`src/rtl/req_encoder8_if.sv`:
```
// req_encoder8_if: request/offer channel of the 8-to-3 request encoder.
//   req_n  : 8 asynchronous active-low request lines (bit i low = requester i active)
//   en     : enable for new selections
//   code   : selected index, registered
//   valid  : code holds an offered index
//   ready  : consumer accepts code on valid & ready at a rising edge
//   idle_n : low when nothing is requested and nothing is offered
// master = requester/consumer side, slave = encoder side.
interface req_encoder8_if;
  logic [7:0] req_n;
  logic       en;
  logic [2:0] code;
  logic       valid;
  logic       ready;
  logic       idle_n;

  modport master (output req_n, en, ready, input code, valid, idle_n);
  modport slave  (input req_n, en, ready, output code, valid, idle_n);
endinterface

```
`src/rtl/req_encoder8.sv`:
```
// req_encoder8: sequential 8-to-3 request encoder.
// Synchronizes eight asynchronous active-low request lines, selects one by
// round-robin or fixed (highest-index) priority and offers its index on a
// registered valid/ready channel.
//   clk   : sole clock, rising edge
//   rst_n : asynchronous active-low reset
//   bus   : req_encoder8_if.slave (req_n, en, ready in; code, valid, idle_n out)
// Parameters:
//   SYNC_STAGES : synchronizer depth on req_n, 2..3
//   ROUND_ROBIN : 1 = round-robin from ptr, 0 = fixed priority, highest wins

// Per-lane synchronizer; resets to 1 so a lane reads inactive out of reset.
module req_encoder8_sync #(
  parameter int STAGES = 2
) (
  input  logic clk,
  input  logic rst_n,
  input  logic i_d,
  output logic o_q
);
  logic [STAGES-1:0] r_ff;

  always_ff @(posedge clk or negedge rst_n) begin
    if (!rst_n) r_ff <= '1;
    else        r_ff <= {r_ff[STAGES-2:0], i_d};
  end

  assign o_q = r_ff[STAGES-1];
endmodule

module req_encoder8 #(
  parameter int SYNC_STAGES = 2,
  parameter bit ROUND_ROBIN = 1'b1
) (
  input logic           clk,
  input logic           rst_n,
  req_encoder8_if.slave bus
);
  localparam int NUM_LANES = 8;

  typedef enum logic {S_IDLE, S_OFFER} state_t;

  state_t                 r_state, w_state_nxt;
  logic [NUM_LANES-1:0]   w_req_sync;
  logic [NUM_LANES-1:0]   w_act;
  logic                   w_any;
  logic [2:0]             w_win;
  logic [2:0]             r_code, w_code_nxt;
  logic [2:0]             r_ptr, w_ptr_nxt;
  logic                   r_idle_n;
  logic                   w_valid_nxt;

  for (genvar g = 0; g < NUM_LANES; g++) begin : g_lane
    req_encoder8_sync #(.STAGES(SYNC_STAGES)) u_sync (
      .clk   (clk),
      .rst_n (rst_n),
      .i_d   (bus.req_n[g]),
      .o_q   (w_req_sync[g])
    );
  end

  assign w_act = ~w_req_sync;
  assign w_any = |w_act;

  // Winner select. Round-robin scans offsets from the top down so the last
  // hit is the one nearest ptr; fixed priority scans upward so the highest
  // active index is the last hit.
  always_comb begin
    logic [2:0] v_idx;
    w_win = '0;
    v_idx = '0;
    if (ROUND_ROBIN) begin
      for (int k = NUM_LANES - 1; k >= 0; k--) begin
        v_idx = r_ptr + 3'(k);
        if (w_act[v_idx]) w_win = v_idx;
      end
    end else begin
      for (int i = 0; i < NUM_LANES; i++) begin
        if (w_act[i]) w_win = 3'(i);
      end
    end
  end

  // Offer FSM. Once in OFFER the index is frozen until accepted; request
  // and enable changes are ignored there. The pointer moves only on accept.
  always_comb begin
    w_state_nxt = r_state;
    w_code_nxt  = r_code;
    w_ptr_nxt   = r_ptr;
    case (r_state)
      S_IDLE: begin
        if (bus.en && w_any) begin
          w_state_nxt = S_OFFER;
          w_code_nxt  = w_win;
        end
      end
      S_OFFER: begin
        if (bus.ready) begin
          w_state_nxt = S_IDLE;
          if (ROUND_ROBIN) w_ptr_nxt = r_code + 3'd1;
        end
      end
      default: w_state_nxt = S_IDLE;
    endcase
    w_valid_nxt = (w_state_nxt == S_OFFER);
  end

  always_ff @(posedge clk or negedge rst_n) begin
    if (!rst_n) begin
      r_state  <= S_IDLE;
      r_code   <= '0;
      r_ptr    <= '0;
      r_idle_n <= 1'b0;
    end else begin
      r_state  <= w_state_nxt;
      r_code   <= w_code_nxt;
      r_ptr    <= w_ptr_nxt;
      r_idle_n <= w_any | w_valid_nxt;
    end
  end

  // valid is a decode of the state flop, so reset clears it asynchronously.
  assign bus.code   = r_code;
  assign bus.valid  = (r_state == S_OFFER);
  assign bus.idle_n = r_idle_n;
endmodule

```
`src/flat_wrapper.sv`:
```
// flat-port wrapper written by rule: the top's interface ports become plain ports
module req_encoder8_flat 
#(
  parameter int SYNC_STAGES = 2,
  parameter bit ROUND_ROBIN = 1'b1
)
  (clk, rst_n, bus_req_n, bus_en, bus_ready, bus_code, bus_valid, bus_idle_n);
  req_encoder8_if bus_i ();
  input logic clk;
  input logic rst_n;
  input wire logic [$bits(bus_i.req_n)-1:0] bus_req_n;
  input wire logic [$bits(bus_i.en)-1:0] bus_en;
  input wire logic [$bits(bus_i.ready)-1:0] bus_ready;
  output wire logic [$bits(bus_i.code)-1:0] bus_code;
  output wire logic [$bits(bus_i.valid)-1:0] bus_valid;
  output wire logic [$bits(bus_i.idle_n)-1:0] bus_idle_n;
  assign bus_i.req_n = bus_req_n;
  assign bus_i.en = bus_en;
  assign bus_i.ready = bus_ready;
  assign bus_code = bus_i.code;
  assign bus_valid = bus_i.valid;
  assign bus_idle_n = bus_i.idle_n;
  req_encoder8 #(.SYNC_STAGES(SYNC_STAGES), .ROUND_ROBIN(ROUND_ROBIN)) u_core (.clk(clk), .rst_n(rst_n), .bus(bus_i));
endmodule
```
`config.mk`:
```
export PLATFORM = sky130hd
export DESIGN_NAME = req_encoder8_flat
export DESIGN_NICKNAME = d
export VERILOG_FILES = /design/src/rtl/req_encoder8_if.sv /design/src/rtl/req_encoder8.sv /design/src/flat_wrapper.sv
export SDC_FILE = /design/constraint.sdc
export NUM_CORES = 1
export LEC_CHECK = 0
export ABC_CLOCK_PERIOD_IN_PS = 5400
export BUFFER_PORTS_ARGS = -buffer_cell sky130_fd_sc_hd__clkbuf_2
export CAP_MARGIN = 5
export CORE_MARGIN = 10
export CORE_UTILIZATION = 55
export DETAILED_ROUTE_END_ITERATION = 8
export GPL_ROUTABILITY_DRIVEN = 0
export HOLD_SLACK_MARGIN = 0.12
export MAX_ROUTING_LAYER = met4
export PLACE_DENSITY = 0.76
export SYNTH_ARGS = -nofsm -noshare
export SYNTH_HDL_FRONTEND = slang
export SYNTH_HIERARCHICAL = 1
export SYNTH_SLANG_ARGS = --single-unit
```
`constraint.sdc`:
```
create_clock -name clk -period 5.4 [get_ports clk]
set_input_delay 1.08 -clock clk [delete_from_list [all_inputs] [get_ports clk]]
set_output_delay 1.08 -clock clk [all_outputs]
set_load 0.05 [all_outputs]
```
After elaboration in Yosys (flattened, before gate mapping)
Cells that the tools add are included.
Widths: inputs -> output; s select.
Word-level totals
  register bits: 24
  bits in latches: 0
  RAM bits: 0
  bits in read-only memories: 0
  input port bits: 12
  output and inout bits: 5
  word-level logic and storage cells: 62
  memories kept: 0
Operators by class
  add/subtract/negate cells: 8
  $mul: 0
  divide/modulo/power cells: 0
  order comparisons: 8
  equality and inequality tests: 0
  shift-type cells: 0
  muxes and demuxes: 27
  bitwise operators: 3
  reductions and logical operators: 4
Operators with widths (number)
  $lt 3x4->1 const B: 8
  $bmux 1 s3: 8
  $mux 3: 8
  $add 3x3->3 const B: 4
  $mux 1: 10
  $not 8->8: 1
  $reduce_or 8->1: 1
  $add 3x1->3 const B: 2
  $add 3x2->3 const B: 2
  $reduce_and 2->1: 2
  $pmux 1 s2: 1
  $logic_and 1x1->1: 1
  $not 1->1: 1
  $or 1x1->1: 1

Logic depth before layout (Yosys ltp)
Gate-level depths: netlist of the first run.
  word-level depth: 11
  depth in mapped cells: 11
  gate-level depth less buffers: 8

Cells and area by module
The synthesis of the first run kept the hierarchy.
Modules (own cells, without submodules)
  req_encoder8: times used 1, cells an instance 132, area each 1132.3 um2, sequential area each 200.2 um2
  req_encoder8_sync: times used 8, cells an instance 2, area each 52.6 um2, sequential area each 52.6 um2

Worst setup path before layout of the first run
OpenSTA, ideal clock, no wires.
  kind: reg-to-reg
  from: reg u_core.r_ptr[1]
  to: reg u_core.r_code[1], in the netlist u_core/bus.code[1]
  setup time: 0.129 ns
  data arrival time: 2.502 ns
  data required time: 5.271 ns
  path slack: 2.768 ns
  cell stages (with the launch flop): 12
  buffers on the path: 3
  clock period less this slack: 2.632 ns
  cells stage by stage: dfrtp_1 -> buf_4 -> buf_2 -> inv_2 -> ha_1 -> clkbuf_1 -> mux4_2 -> mux2i_4 -> a31oi_1 -> a221o_1 -> a221oi_2 -> o22ai_1
Between the ends
  word-level cells in the longest chain between the ends: 11
  elaborated cells on any way between the ends: 31
  those cells by class: add/sub: 7; mux: 24
RTL lines
  start, declared: RTL line req_encoder8.sv:49  | logic [2:0] r_ptr, w_ptr_nxt;
  start signal, assigned: RTL line req_encoder8.sv:117  | r_ptr <= w_ptr_nxt;
  $add 3x3->3: RTL line req_encoder8.sv:74  | v_idx = r_ptr + 3'(k);
  $bmux 1 s3: RTL line req_encoder8.sv:75  | if (w_act[v_idx]) w_win = v_idx;
  $mux 1 (not written as such): RTL line req_encoder8.sv:75
  $mux 3 (7 in a row): RTL line req_encoder8.sv:75
  $mux 3 (*): RTL line req_encoder8.sv:75
  end signal, assigned: RTL line req_encoder8.sv:116  | r_code <= w_code_nxt;
  end, declared: RTL line req_encoder8.sv:48  | logic [2:0] r_code, w_code_nxt;
Mark *: on every way between the ends. The rest lies on a longest branch, timed or not. The select of a mux whose other input is x is not followed.
A chain may end at the register's enable or synchronous reset.

Worst setup path after layout of the first run
Same ends and word-level chain as after synthesis.

==> results of run 1 <==
## report_power, final
group	internal [mW]	switching (mW)	leakage [nW]	total, mW
combinational	0.314	0.391	0.396	0.706
clock	0.0564	0.0502	0.0261	0.107
sequential	0.213	0.0940	0.260	0.307
## cell type report
type / instances / share of cell area [%]
multi-input cells: 111 / 51.8
flip-flops and latches: 24 / 37.0
repair buffers: 16 / 4.77
clock buffers: 4 / 2.83
well taps: 31 / 2.31
inverters: 6 / 1.34
## cell usage in the layout (no fill, tap or decap), drive strengths merged
cell,count
a2111oi,1
a211o,1
a211oi,2
a21boi,1
a21oi,7
a221o,1
a221oi,1
a2bb2oi,1
a31oi,1
and2,1
and3,1
clkbuf,20
dfrtp,8
dfstp,16
ha,3
inv,6
mux2,6
mux2i,6
mux4,8
nand2,10
nand2b,3
nand3,2
nand4,2
nor2,17
nor2b,5
nor3,2
nor3b,4
nor4,1
o211ai,2
o21a,1
o21ai,9
o221ai,1
o22ai,3
o2bb2ai,1
o41ai,2
or2,1
xnor2,2
xor2,2
## logic make-up after synthesis
| logic type | Yosys count | share of synthesized area, % |
|---|---|---|
| AND/OR/NAND/NOR | 49 | 15.4 |
| AO/OA/AOI/OAI | 35 | 15.2 |
| flip-flops | 24 | 40.0 |
| multiplexers | 20 | 20.6 |
| buffers and inverters | 13 | 4.11 |
| XOR/XNOR | 4 | 2.26 |
| adder cells (fa/ha/maj) | 3 | 2.42 |
## per-stage QoR
step | cells | util (%) | setup WS (ps) | total power, mW | cell area (sq um)
after floorplan | 148 | - | 2770 | 0.876 | 1550
after global placement | 188 | 59.6 | 2610 | 0.976 | 1630
after detailed placement | 188 | 59.6 | 2490 | 0.999 | 1630
after CTS | 192 | 61.4 | 2470 | 1.11 | 1680
after global routing | 192 | 61.4 | 2180 | 1.21 | 1680
final | 192 | 61.4 | 2440 | 1.12 | 1680
## metal layers
layer | GRT usage (%) | wire [um] | vias to the layer above | share of wire [%]
li1 | - | - | 579 | -
met1 | 16.7 | 1510 | 605 | 45
met2 | 21.8 | 1660 | 57 | 49
met3 | 2.72 | 154 | 10 | 4.5
met4 | 4.22 | 64 | 0 | 1.9
met5 | - | 0 | - | 0
## worst register-to-register path: stages, from the launching register on
cell and delay, ps:
dfrtp_1 830, inv_2 170, ha_1 470, mux4_2 410
mux2i_4 220, a31oi_1 100, a221o_1 330, a221oi_2 240
o22ai_1 90
## sequential cells by signal, summed over array words and instances (netlist names)
register                   cells
u_core/bus.code                3
u_core/bus.idle_n              1
u_core/g_lane.u_sync/r_ff     16
u_core/r_ptr                   3
u_core/bus.valid               1
## worst min-delay path by stage
stage                               startpoint                              end  slack (ps)  cells past startpoint
2_1_floorplan  u_core/g_lane[0].u_sync/r_ff[0]  u_core/g_lane[0].u_sync/r_ff[1]         350                      0
3_3_place_gp   u_core/g_lane[6].u_sync/r_ff[0]  u_core/g_lane[6].u_sync/r_ff[1]         350                      0
3_5_place_dp   u_core/g_lane[4].u_sync/r_ff[0]  u_core/g_lane[4].u_sync/r_ff[1]         350                      0
4_1_cts        u_core/g_lane[4].u_sync/r_ff[0]  u_core/g_lane[4].u_sync/r_ff[1]         370                      0
5_1_grt        u_core/g_lane[7].u_sync/r_ff[0]  u_core/g_lane[7].u_sync/r_ff[1]         370                      0
6_report       u_core/g_lane[7].u_sync/r_ff[0]  u_core/g_lane[7].u_sync/r_ff[1]         360                      0
==> flow_summary.rst, run 1 <==
.. list-table::
   :header-rows: 1

   * - Metric
     - Value
   * - Number of search-and-repair iterations in the first detailed-routing pass
     - 4
   * - Initial Utilization
     - 56.8%
   * - Vertical extent of the die
     - 73.1 um
   * - Yosys top cell area share
     - 27.1%
   * - Worst setup path startpoint
     - u_core/r_ptr[1]
   * - Warnings from Yosys
     - 6
   * - Pin count of the biggest net entering global routing
     - 25
   * - Yosys cell types
     - 45
   * - Filler cell count
     - 220
   * - Worst Skew
     - 3.53 ps
   * - CP cell instances
     - inv_2, ha_1, mux4_2, mux2i_4, a31oi_1, a221o_1, a221oi_2, o22ai_1
   * - Number of diodes added for antenna fixing
     - 0
   * - Maximum single-stage delay on the critical path
     - 830 ps
   * - Pins Over Slew Limit
     - 0
   * - Fraction of final layout cells sized beyond drive strength 1
     - 32.9%
   * - Worst-path cell with the longest stage delay
     - dfrtp_1
   * - Share of synthesized area occupied by flip-flops and latches
     - 40.0%
   * - Layout Area Growth over Synthesis
     - 8.06%
   * - Cts hold-fix bufs
     - 0
   * - Post-synthesis sequential element count
     - 24
   * - Capturing point of the worst reg2reg path
     - u_core/bus.code[1]
   * - First-pass GRT wire length
     - 5.83 mm
   * - Number of synthesized flops with an enable pin
     - 0
   * - Post-synthesis average cell area
     - 10.5 sq um
   * - Critical Path End Type
     - flop
   * - Synthesized Nets
     - 163
   * - Main area contributors after synthesis
     - dfstp_2 27%, dfrtp_1 13%, mux4_2 12%
   * - Number of antenna violations at the first check in global routing
     - 0
   * - Worst hold-check path type
     - reg2reg
   * - Worst EP arrival
     - 3160 ps
   * - CP Launch Type
     - flop
   * - Total congestion overflow
     - 0
   * - Post-detailed-route DRC marker count
     - 0
   * - Via count
     - 1251
   * - Worst Reg-to-Reg Cells
     - 8
   * - Aggregate negative setup slack
     - 0 ps
   * - Library cell with the largest summed area after synthesis
     - dfstp_2
   * - Post-synthesis instance total
     - 148
   * - Bufs and invs on worst path
     - 1
   * - Lkg Pwr
     - 0.682 nW
   * - Full die area
     - 5350 sq um
   * - Register-to-register path setup slack
     - 2440 ps
   * - Final number of setup-violating endpoints
     - 0
   * - Cell family with most CP delay
     - flip-flops
   * - Number of global-route vias before repair
     - 1265
   * - Reg-to-Reg Start
     - u_core/r_ptr[1]
   * - Outcome
     - complete, no violations
   * - Number of vias per cell after detailed routing
     - 6.52
   * - Root buffer cell
     - clkbuf_4
   * - Max transition margin
     - 47.4%
   * - Resize count post-CTS
     - 0
   * - RSZ-0062 raised after global routing
     - false
   * - Clock-pin transition on the worst setup and hold timing paths
     - 130 ps
   * - Critical Path Sink
     - u_core/bus.code[1]
   * - Latest clock arrival within the worst-skew pair
     - 300 ps
   * - CTS tree
     - done
   * - Depth of the CTS H-tree
     - 1
   * - Flip-flop cell with the highest count after synthesis
     - dfstp_2
   * - Post-CTS Setup Inserts
     - 0
   * - Actual transition at the worst max-transition pin
     - 789 ps
   * - Nets
     - 177
   * - Drt first-iter violations
     - 110
   * - Global router's overall resource usage
     - 13.6%
   * - Clock sinks
     - 24
   * - Post-detailed-placement half-perimeter wirelength
     - 2.60 mm
   * - Routed length per placed instance
     - 17.7 um
   * - Clk buf depth
     - 2
   * - List of most frequent post-synthesis cells
     - 17 x nor2_1, 16 x dfstp_2, 10 x nand2_1
   * - Most frequent cell after synthesis
     - nor2_1
   * - Storage cell area
     - 621 sq um
   * - Count of boundary I/O pins
     - 17
   * - Worst supply voltage drop on vdd
     - 0.000505 V
   * - Max Fanout on Critical Path
     - 19
   * - Die W
     - 73.1 um
   * - Post-route minimum period
     - 2960 ps
   * - Minimum hold slack
     - 364 ps
   * - Post-synthesis cell area
     - 1550 sq um
   * - Multi-input gate area in the final layout
     - 868 sq um
   * - Num CTS Buffers
     - 3
   * - Share of the cycle needed by the critical path after routing
     - 54.9%
   * - Fraction of registers with async set or reset after synthesis
     - 100%
   * - Placeable core region
     - 2730 sq um
   * - Fmax
     - 337 MHz
   * - WL final
     - 3.39 mm
   * - Max cap viols
     - 0
   * - Instance count on the critical path
     - 8
   * - Number of rows created at floorplan
     - 19
   * - Worst setup path category
     - reg2reg
   * - Number of port buffers
     - 16
   * - Number of nets with antenna violations after routing
     - 0
   * - Final number of hold-violating endpoints
     - 0
   * - P per Cell Area
     - 667 nW/um^2
   * - Required time at the worst-slack endpoint
     - 5590 ps
Note: power is estimated with default switching activity, not from simulation.
==> inputs of run 2 (changes only) <==
--- a/config.mk
+++ b/config.mk
@@ -5,16 +5,16 @@
 export SDC_FILE = /design/constraint.sdc
 export NUM_CORES = 1
 export LEC_CHECK = 0
-export ABC_CLOCK_PERIOD_IN_PS = 5400
+export ABC_CLOCK_PERIOD_IN_PS = 2690
 export BUFFER_PORTS_ARGS = -buffer_cell sky130_fd_sc_hd__clkbuf_2
 export CAP_MARGIN = 5
 export CORE_MARGIN = 10
-export CORE_UTILIZATION = 55
+export CORE_UTILIZATION = 52
 export DETAILED_ROUTE_END_ITERATION = 8
 export GPL_ROUTABILITY_DRIVEN = 0
 export HOLD_SLACK_MARGIN = 0.12
 export MAX_ROUTING_LAYER = met4
-export PLACE_DENSITY = 0.76
+export PLACE_DENSITY = 0.75
 export SYNTH_ARGS = -nofsm -noshare
 export SYNTH_HDL_FRONTEND = slang
 export SYNTH_HIERARCHICAL = 1
==> constraint.sdc (replaced) <==
create_clock -name clk -period 2.69 [get_ports clk]
set_input_delay 0.538 -clock clk [delete_from_list [all_inputs] [get_ports clk]]
set_output_delay 0.538 -clock clk [all_outputs]
set_load 0.05 [all_outputs]
==> flow_summary.rst, run 2 (same netlist as run 1, synthesis figures left out) <==
.. list-table::
   :header-rows: 1

   * - Metric
     - Value
   * - Instance count on the critical path
     - 8 (unchanged)
   * - Die W
     - 74.6 um (+2.1%)
   * - Share of the cycle needed by the critical path after routing
     - 93.4% (+39 points)
   * - CP Launch Type
     - flop
   * - Routed length per placed instance
     - 17.8 um (+0.81%)
   * - Minimum hold slack
     - 196 ps (-168 ps)
   * - Max Fanout on Critical Path
     - 7 (-12)
   * - Clk buf depth
     - 2 (unchanged)
   * - Internal
     - 1.20 mW (+110%)
   * - Pwr Total
     - 2.29 mW (+100%)
   * - Met3 demand-to-capacity share in global routing
     - 1.58% (-1.1 points)
   * - Max cap viols
     - 0 (unchanged)
   * - Nets
     - 180 (+1.7%)
   * - Number of rows created at floorplan
     - 19 (unchanged)
   * - Post-CTS Setup Inserts
     - 0 (unchanged)
   * - Post-route minimum period
     - 2510 ps (-451 ps)
   * - Critical Path End Type
     - flop
   * - Clock sinks
     - 24 (unchanged)
   * - First-pass GRT wire length
     - 6.07 mm (+4.2%)
   * - Pin count of the biggest net entering global routing
     - 25 (unchanged)
   * - Number of global-route vias before repair
     - 1308 (+3.4%)
   * - GR peak layer
     - met2
   * - Worst Skew
     - 3.60 ps (+0.0689 ps)
   * - CP cell instances
     - inv_2, ha_1, mux4_2, mux2i_4, a31oi_1, a221o_1, a221oi_2, o22ai_1
   * - Capturing point of the worst reg2reg path
     - u_core/bus.code[1]
   * - GRT met2 Usage
     - 21.9% (+0.13 points)
   * - Depth of the CTS H-tree
     - 1 (unchanged)
   * - Number of antenna violations at the first check in global routing
     - 0 (unchanged)
   * - Instance area after placement
     - 1650 sq um (+1.4%)
   * - Via count
     - 1227 (-1.9%)
   * - Max transition margin
     - 56.4% (+9.0 points)
   * - Critical Path Sink
     - u_core/bus.code[1]
   * - Switching pwr
     - 1.09 mW (+100%)
   * - Storage cell area
     - 621 sq um (unchanged)
   * - Fmax
     - 398 MHz (+18%)
   * - Aggregate negative setup slack
     - 0 ps (unchanged)
   * - Met1 track demand over resource in global routing
     - 18.1% (+1.5 points)
   * - Layout Area Growth over Synthesis
     - 9.51%
   * - Clock-pin transition on the worst setup and hold timing paths
     - 130 ps (about the same)
   * - Full die area
     - 5570 sq um (+4.2%)
   * - Register-to-register path setup slack
     - 180 ps (-2260 ps)
   * - Worst EP arrival
     - 2710 ps (-450 ps)
   * - P per Cell Area
     - 1350 nW/um^2 (+100%)
   * - Number of diodes added for antenna fixing
     - 0 (unchanged)
   * - Fin util
     - 60.6% (-0.76 points)
   * - WL final
     - 3.47 mm (+2.4%)
   * - Number of search-and-repair iterations in the first detailed-routing pass
     - 4 (unchanged)
   * - Final setup slack of the worst path
     - 178 ps (-2260 ps)
   * - Vertical extent of the die
     - 74.6 um (+2.1%)
   * - Worst hold-check path type
     - in2async
   * - Setup slack at placement
     - 228 ps (-2260 ps)
   * - Number of nets with antenna violations after routing
     - 0 (unchanged)
   * - Num CTS Buffers
     - 3 (unchanged)
   * - Initial Utilization
     - 55.4% (-1.4 points)
   * - Switching part of the total power
     - 47.6% (-0.28 points)
   * - Cts hold-fix bufs
     - 0 (unchanged)
   * - Number of non-filler instances in the completed layout
     - 195 (+1.6%)
   * - Largest register FFs
     - 16 (unchanged)
   * - Reg power frac
     - 22.3% (-5.1 points)
   * - Bufs and invs on worst path
     - 1 (unchanged)
   * - Final number of setup-violating endpoints
     - 0 (unchanged)
   * - Post-detailed-placement half-perimeter wirelength
     - 2.70 mm (+3.9%)
   * - Lkg Pwr
     - 0.696 nW (+2.2%)
   * - Required time at the worst-slack endpoint
     - 2890 ps (-2700 ps)
   * - Worst setup path category
     - reg2reg
   * - Actual transition at the worst max-transition pin
     - 649 ps (-140 ps)
   * - RSZ-0062 raised after global routing
     - false
   * - Fraction of final layout cells sized beyond drive strength 1
     - 34.1% (+1.2 points)
   * - Most frequent standard cell in the layout excluding fill and tap cells
     - nor2_1
   * - Instance count after placement with tap cells included
     - 191 (+1.6%)
   * - Worst supply voltage drop on vdd
     - 0.000821 V (+63%)
   * - Maximum single-stage delay on the critical path
     - 450 ps (-380 ps)
   * - Multi-input gate area in the final layout
     - 868 sq um (unchanged)
   * - Placeable core region
     - 2810 sq um (+2.6%)
   * - Resize count post-CTS
     - 0 (unchanged)
   * - Drt first-iter violations
     - 129 (+17%)
   * - Register with the highest flop count
     - u_core/g_lane.u_sync/r_ff
   * - Worst Reg-to-Reg Cells
     - 8 (unchanged)
   * - Gate power share
     - 68.2% (+5.2 points)
   * - Pins Over Slew Limit
     - 0 (unchanged)
   * - Filler cell count
     - 235 (+6.8%)
   * - Outcome
     - complete, no violations
   * - Number of vias per cell after detailed routing
     - 6.29 (-3.4%)
   * - Root buffer cell
     - clkbuf_4
   * - Post-detailed-route DRC marker count
     - 0 (unchanged)
   * - Global router's overall resource usage
     - 14.0% (+0.46 points)
   * - Number of port buffers
     - 16 (unchanged)
   * - Count of boundary I/O pins
     - 17 (unchanged)
   * - Final number of hold-violating endpoints
     - 0 (unchanged)
   * - Latest clock arrival within the worst-skew pair
     - 310 ps (about the same)
   * - Worst-path cell with the longest stage delay
     - dfrtp_1
   * - Cell family with most CP delay
     - compound AO/OA/AOI/OAI gates
   * - Finished layout cell area
     - 1700 sq um (+1.3%)
   * - Clock network power share
     - 9.5% (about the same)
   * - Top library cells by usage in the layout, fill and taps aside
     - 17 x nor2_1, 16 x clkbuf_2, 16 x dfstp_2, 10 x nand2_1
   * - Reg-to-Reg Start
     - u_core/r_ptr[1]
   * - Total congestion overflow
     - 0 (unchanged)
   * - CTS tree
     - done
   * - Worst setup path startpoint
     - u_core/r_ptr[1]
run 2: cell types whose count changed in the layout (fill, tap and decap cells not counted):
cell,previous run,this run
buf_4,0,3
run 2: worst min path at each step:
| stage | from | to |
|---|---|---|
| final | rst_n | u_core/bus.idle_n |
| after global routing | rst_n | u_core/r_ptr[1] |
| after CTS | rst_n | u_core/bus.idle_n |
| after detailed placement | u_core/g_lane[7].u_sync/r_ff[0] | u_core/g_lane[7].u_sync/r_ff[1] |
| after global placement | u_core/g_lane[6].u_sync/r_ff[0] | u_core/g_lane[6].u_sync/r_ff[1] |
| after floorplan | rst_n | u_core/bus.code[0] |
run 2: layout make-up:
class                      count  area share [%]
multi-input combinational    111            51.1
tap                           31            2.28
sequential                    24            36.5
inverter                       6            1.32
timing repair buffer          19            6.03
clock buffer                   4            2.80
run 2: layer usage:
| metal | wire length [um] | up-vias |
|---|---|---|
| met5 | 0 | - |
| met4 | 78 | 0 |
| met3 | 124 | 12 |
| met2 | 1650 | 44 |
| met1 | 1620 | 593 |
| li1 | - | 578 |
run 2: power by group through the flow:
stage               Sequential, mW  Combinational (mW)  Clock [mW]
detailed placement           0.515                1.53           0
global placement             0.511                1.48           0
finish                       0.511                1.56       0.217
CTS                          0.509                1.54       0.223
floorplan                    0.567                1.19           0
global route                 0.521                1.71       0.237
==> inputs of run 3 (changes only) <==
--- a/config.mk
+++ b/config.mk
@@ -15,6 +15,7 @@
 export HOLD_SLACK_MARGIN = 0.12
 export MAX_ROUTING_LAYER = met4
 export PLACE_DENSITY = 0.75
+export RECOVER_POWER = 50
 export SYNTH_ARGS = -nofsm -noshare
 export SYNTH_HDL_FRONTEND = slang
 export SYNTH_HIERARCHICAL = 1
==> flow_summary.rst, run 3 (same netlist as run 1, synthesis figures left out) <==
.. list-table::
   :header-rows: 1

   * - Metric
     - Value
   * - Cell count of the worst hold path
     - 1
   * - CP Launch Type
     - flop
   * - Maximum single-stage delay on the critical path
     - 450 ps (about the same)
   * - Required time at the worst-slack endpoint
     - 2890 ps (about the same)
   * - RSZ-0062 raised after global routing
     - false
   * - Worst-path cell with the longest stage delay
     - dfrtp_1
   * - Outcome
     - complete, no violations
   * - Num CTS Buffers
     - 3 (unchanged)
   * - P per Cell Area
     - 1350 nW/um^2 (about the same)
   * - CP cell instances
     - inv_2, ha_1, mux4_2, mux2i_4, a31oi_1, a221o_1, a221oi_2, o22ai_1
   * - Register-to-register path setup slack
     - 180 ps (about the same)
   * - Vertical extent of the die
     - 74.6 um (unchanged)
   * - Top library cells by usage in the layout, fill and taps aside
     - 17 x nor2_1, 16 x dfstp_2, 14 x clkbuf_2, 10 x nand2_1
   * - Worst Reg-to-Reg Cells
     - 8 (unchanged)
   * - Instance area after placement
     - 1650 sq um (unchanged)
   * - Finished layout cell area
     - 1700 sq um (-0.15%)
   * - Pwr Total
     - 2.29 mW (-0.19%)
   * - Aggregate negative setup slack
     - 0 ps (unchanged)
   * - Number of vias per cell after detailed routing
     - 6.25 (-0.73%)
   * - Routed length per placed instance
     - 17.6 um (-1.1%)
   * - Root buffer cell
     - clkbuf_4
   * - Most frequent standard cell in the layout excluding fill and tap cells
     - nor2_1
   * - Clock sinks
     - 24 (unchanged)
   * - Max transition margin
     - 21.1% (-35 points)
   * - Count of boundary I/O pins
     - 17 (unchanged)
   * - Worst setup path category
     - reg2reg
   * - Cts hold-fix bufs
     - 0 (unchanged)
   * - Largest register FFs
     - 16 (unchanged)
   * - Latest clock arrival within the worst-skew pair
     - 300 ps (about the same)
   * - Max cap viols
     - 0 (unchanged)
   * - Nets
     - 180 (unchanged)
   * - Fmax
     - 398 MHz (about the same)
   * - Number of global-route vias before repair
     - 1308 (unchanged)
   * - Capturing point of the worst reg2reg path
     - u_core/bus.code[1]
   * - Number of rows created at floorplan
     - 19 (unchanged)
   * - Worst supply voltage drop on vdd
     - 0.000823 V (+0.29%)
   * - Clk buf depth
     - 2 (unchanged)
   * - Initial Utilization
     - 55.4% (unchanged)
   * - Capture endpoint of the worst hold path
     - u_core/g_lane[3].u_sync/r_ff[0]
   * - Worst hold-check path type
     - in2reg
   * - Final number of hold-violating endpoints
     - 0 (unchanged)
   * - Layout Area Growth over Synthesis
     - 9.35%
   * - Fraction of final layout cells sized beyond drive strength 1
     - 32.9% (-1.2 points)
   * - Post-detailed-placement half-perimeter wirelength
     - 2.70 mm (unchanged)
   * - Setup slack at placement
     - 228 ps (unchanged)
   * - Share of the cycle needed by the critical path after routing
     - 93.3% (about the same)
   * - Pins Over Slew Limit
     - 0 (unchanged)
   * - Full die area
     - 5570 sq um (unchanged)
   * - Max Fanout on Critical Path
     - 7 (unchanged)
   * - Die W
     - 74.6 um (unchanged)
   * - Post-CTS Setup Inserts
     - 0 (unchanged)
   * - Worst EP arrival
     - 2710 ps (about the same)
   * - Post-detailed-route DRC marker count
     - 0 (unchanged)
   * - Resize count post-CTS
     - 0 (unchanged)
   * - Total congestion overflow
     - 0 (unchanged)
   * - Depth of the CTS H-tree
     - 1 (unchanged)
   * - Number of nets with antenna violations after routing
     - 0 (unchanged)
   * - Reg-to-Reg Start
     - u_core/r_ptr[1]
   * - Fin util
     - 60.5% (-0.089 points)
   * - Pin count of the biggest net entering global routing
     - 25 (unchanged)
   * - WL final
     - 3.44 mm (-1.1%)
   * - Critical Path End Type
     - flop
   * - Global router's overall resource usage
     - 14.0% (unchanged)
   * - Lkg Pwr
     - 0.690 nW (-0.85%)
   * - Via count
     - 1218 (-0.73%)
   * - Number of search-and-repair iterations in the first detailed-routing pass
     - 4 (unchanged)
   * - Placeable core region
     - 2810 sq um (unchanged)
   * - Final setup slack of the worst path
     - 179 ps (+1.64 ps)
   * - Final number of setup-violating endpoints
     - 0 (unchanged)
   * - Register with the highest flop count
     - u_core/g_lane.u_sync/r_ff
   * - Number of port buffers
     - 16 (unchanged)
   * - Clock-pin transition on the worst setup and hold timing paths
     - 130 ps (about the same)
   * - Number of antenna violations at the first check in global routing
     - 0 (unchanged)
   * - First-pass GRT wire length
     - 6.07 mm (unchanged)
   * - Hold path startpoint
     - bus_req_n[3]
   * - Drt first-iter violations
     - 112 (-13%)
   * - Number of diodes added for antenna fixing
     - 0 (unchanged)
   * - Worst Skew
     - 2.07 ps (-1.53 ps)
   * - CTS tree
     - done
   * - Actual transition at the worst max-transition pin
     - 1180 ps (+535 ps)
   * - Post-route minimum period
     - 2510 ps (-1.64 ps)
run 3: cell counts in the layout (fill, tap and decap cells not counted):
No cell type changed its count.
run 3: final cells by class:
cell class                      instances  area (sq um)
Fill cell                             235          1110
Multi-Input combinational cell        111           868
Sequential cell                        24           621
Timing Repair Buffer                   19           100
Clock buffer                            4          47.5
Tap cell                               31          38.8
Inverter                                6          22.5
run 3: worst max-delay path by stage:
stage | from | slack [ps] | cells past startpoint | end
6_report | u_core/r_ptr[1] | 180 | 8 | u_core/bus.code[1]
5_1_grt | u_core/r_ptr[1] | 50 | 8 | u_core/bus.code[1]
4_1_cts | u_core/r_ptr[1] | 200 | 8 | u_core/bus.code[1]
3_5_place_dp | u_core/r_ptr[1] | 230 | 8 | u_core/bus.code[1]
3_3_place_gp | u_core/r_ptr[1] | 370 | 8 | u_core/bus.code[1]
2_1_floorplan | u_core/r_ptr[1] | 60 | 11 | u_core/bus.code[1]
run 3: power breakdown:
part / total, mW / internal [mW] / switching (mW)
Combinational: 1.56 / 0.657 / 0.902
Clock: 0.217 / 0.113 / 0.103
Sequential: 0.510 / 0.430 / 0.0801
run 3: layer usage:
layer  track usage [%]  wire [um]
met1              18.1       1600
met2              21.9       1660
met3              1.58         92
met4              5.88         82
met5                 -          0
run 3: stage by stage:
step | hold WS [ps] | cells
finish | 293 | 195
global route | 270 | 195
CTS | 200 | 195
detailed placement | 347 | 191
global placement | 346 | 191
floorplan | 242 | 148
run 3: critical path, delay by kind of cell, from the launching register on:
kind                     cells  cell delay (ps)
AO/OA/AOI/OAI                4              820
adder cells (fa/ha/maj)      1              420
multiplexers                 2              620
buffers and inverters        1              100
flip-flops                   1              450
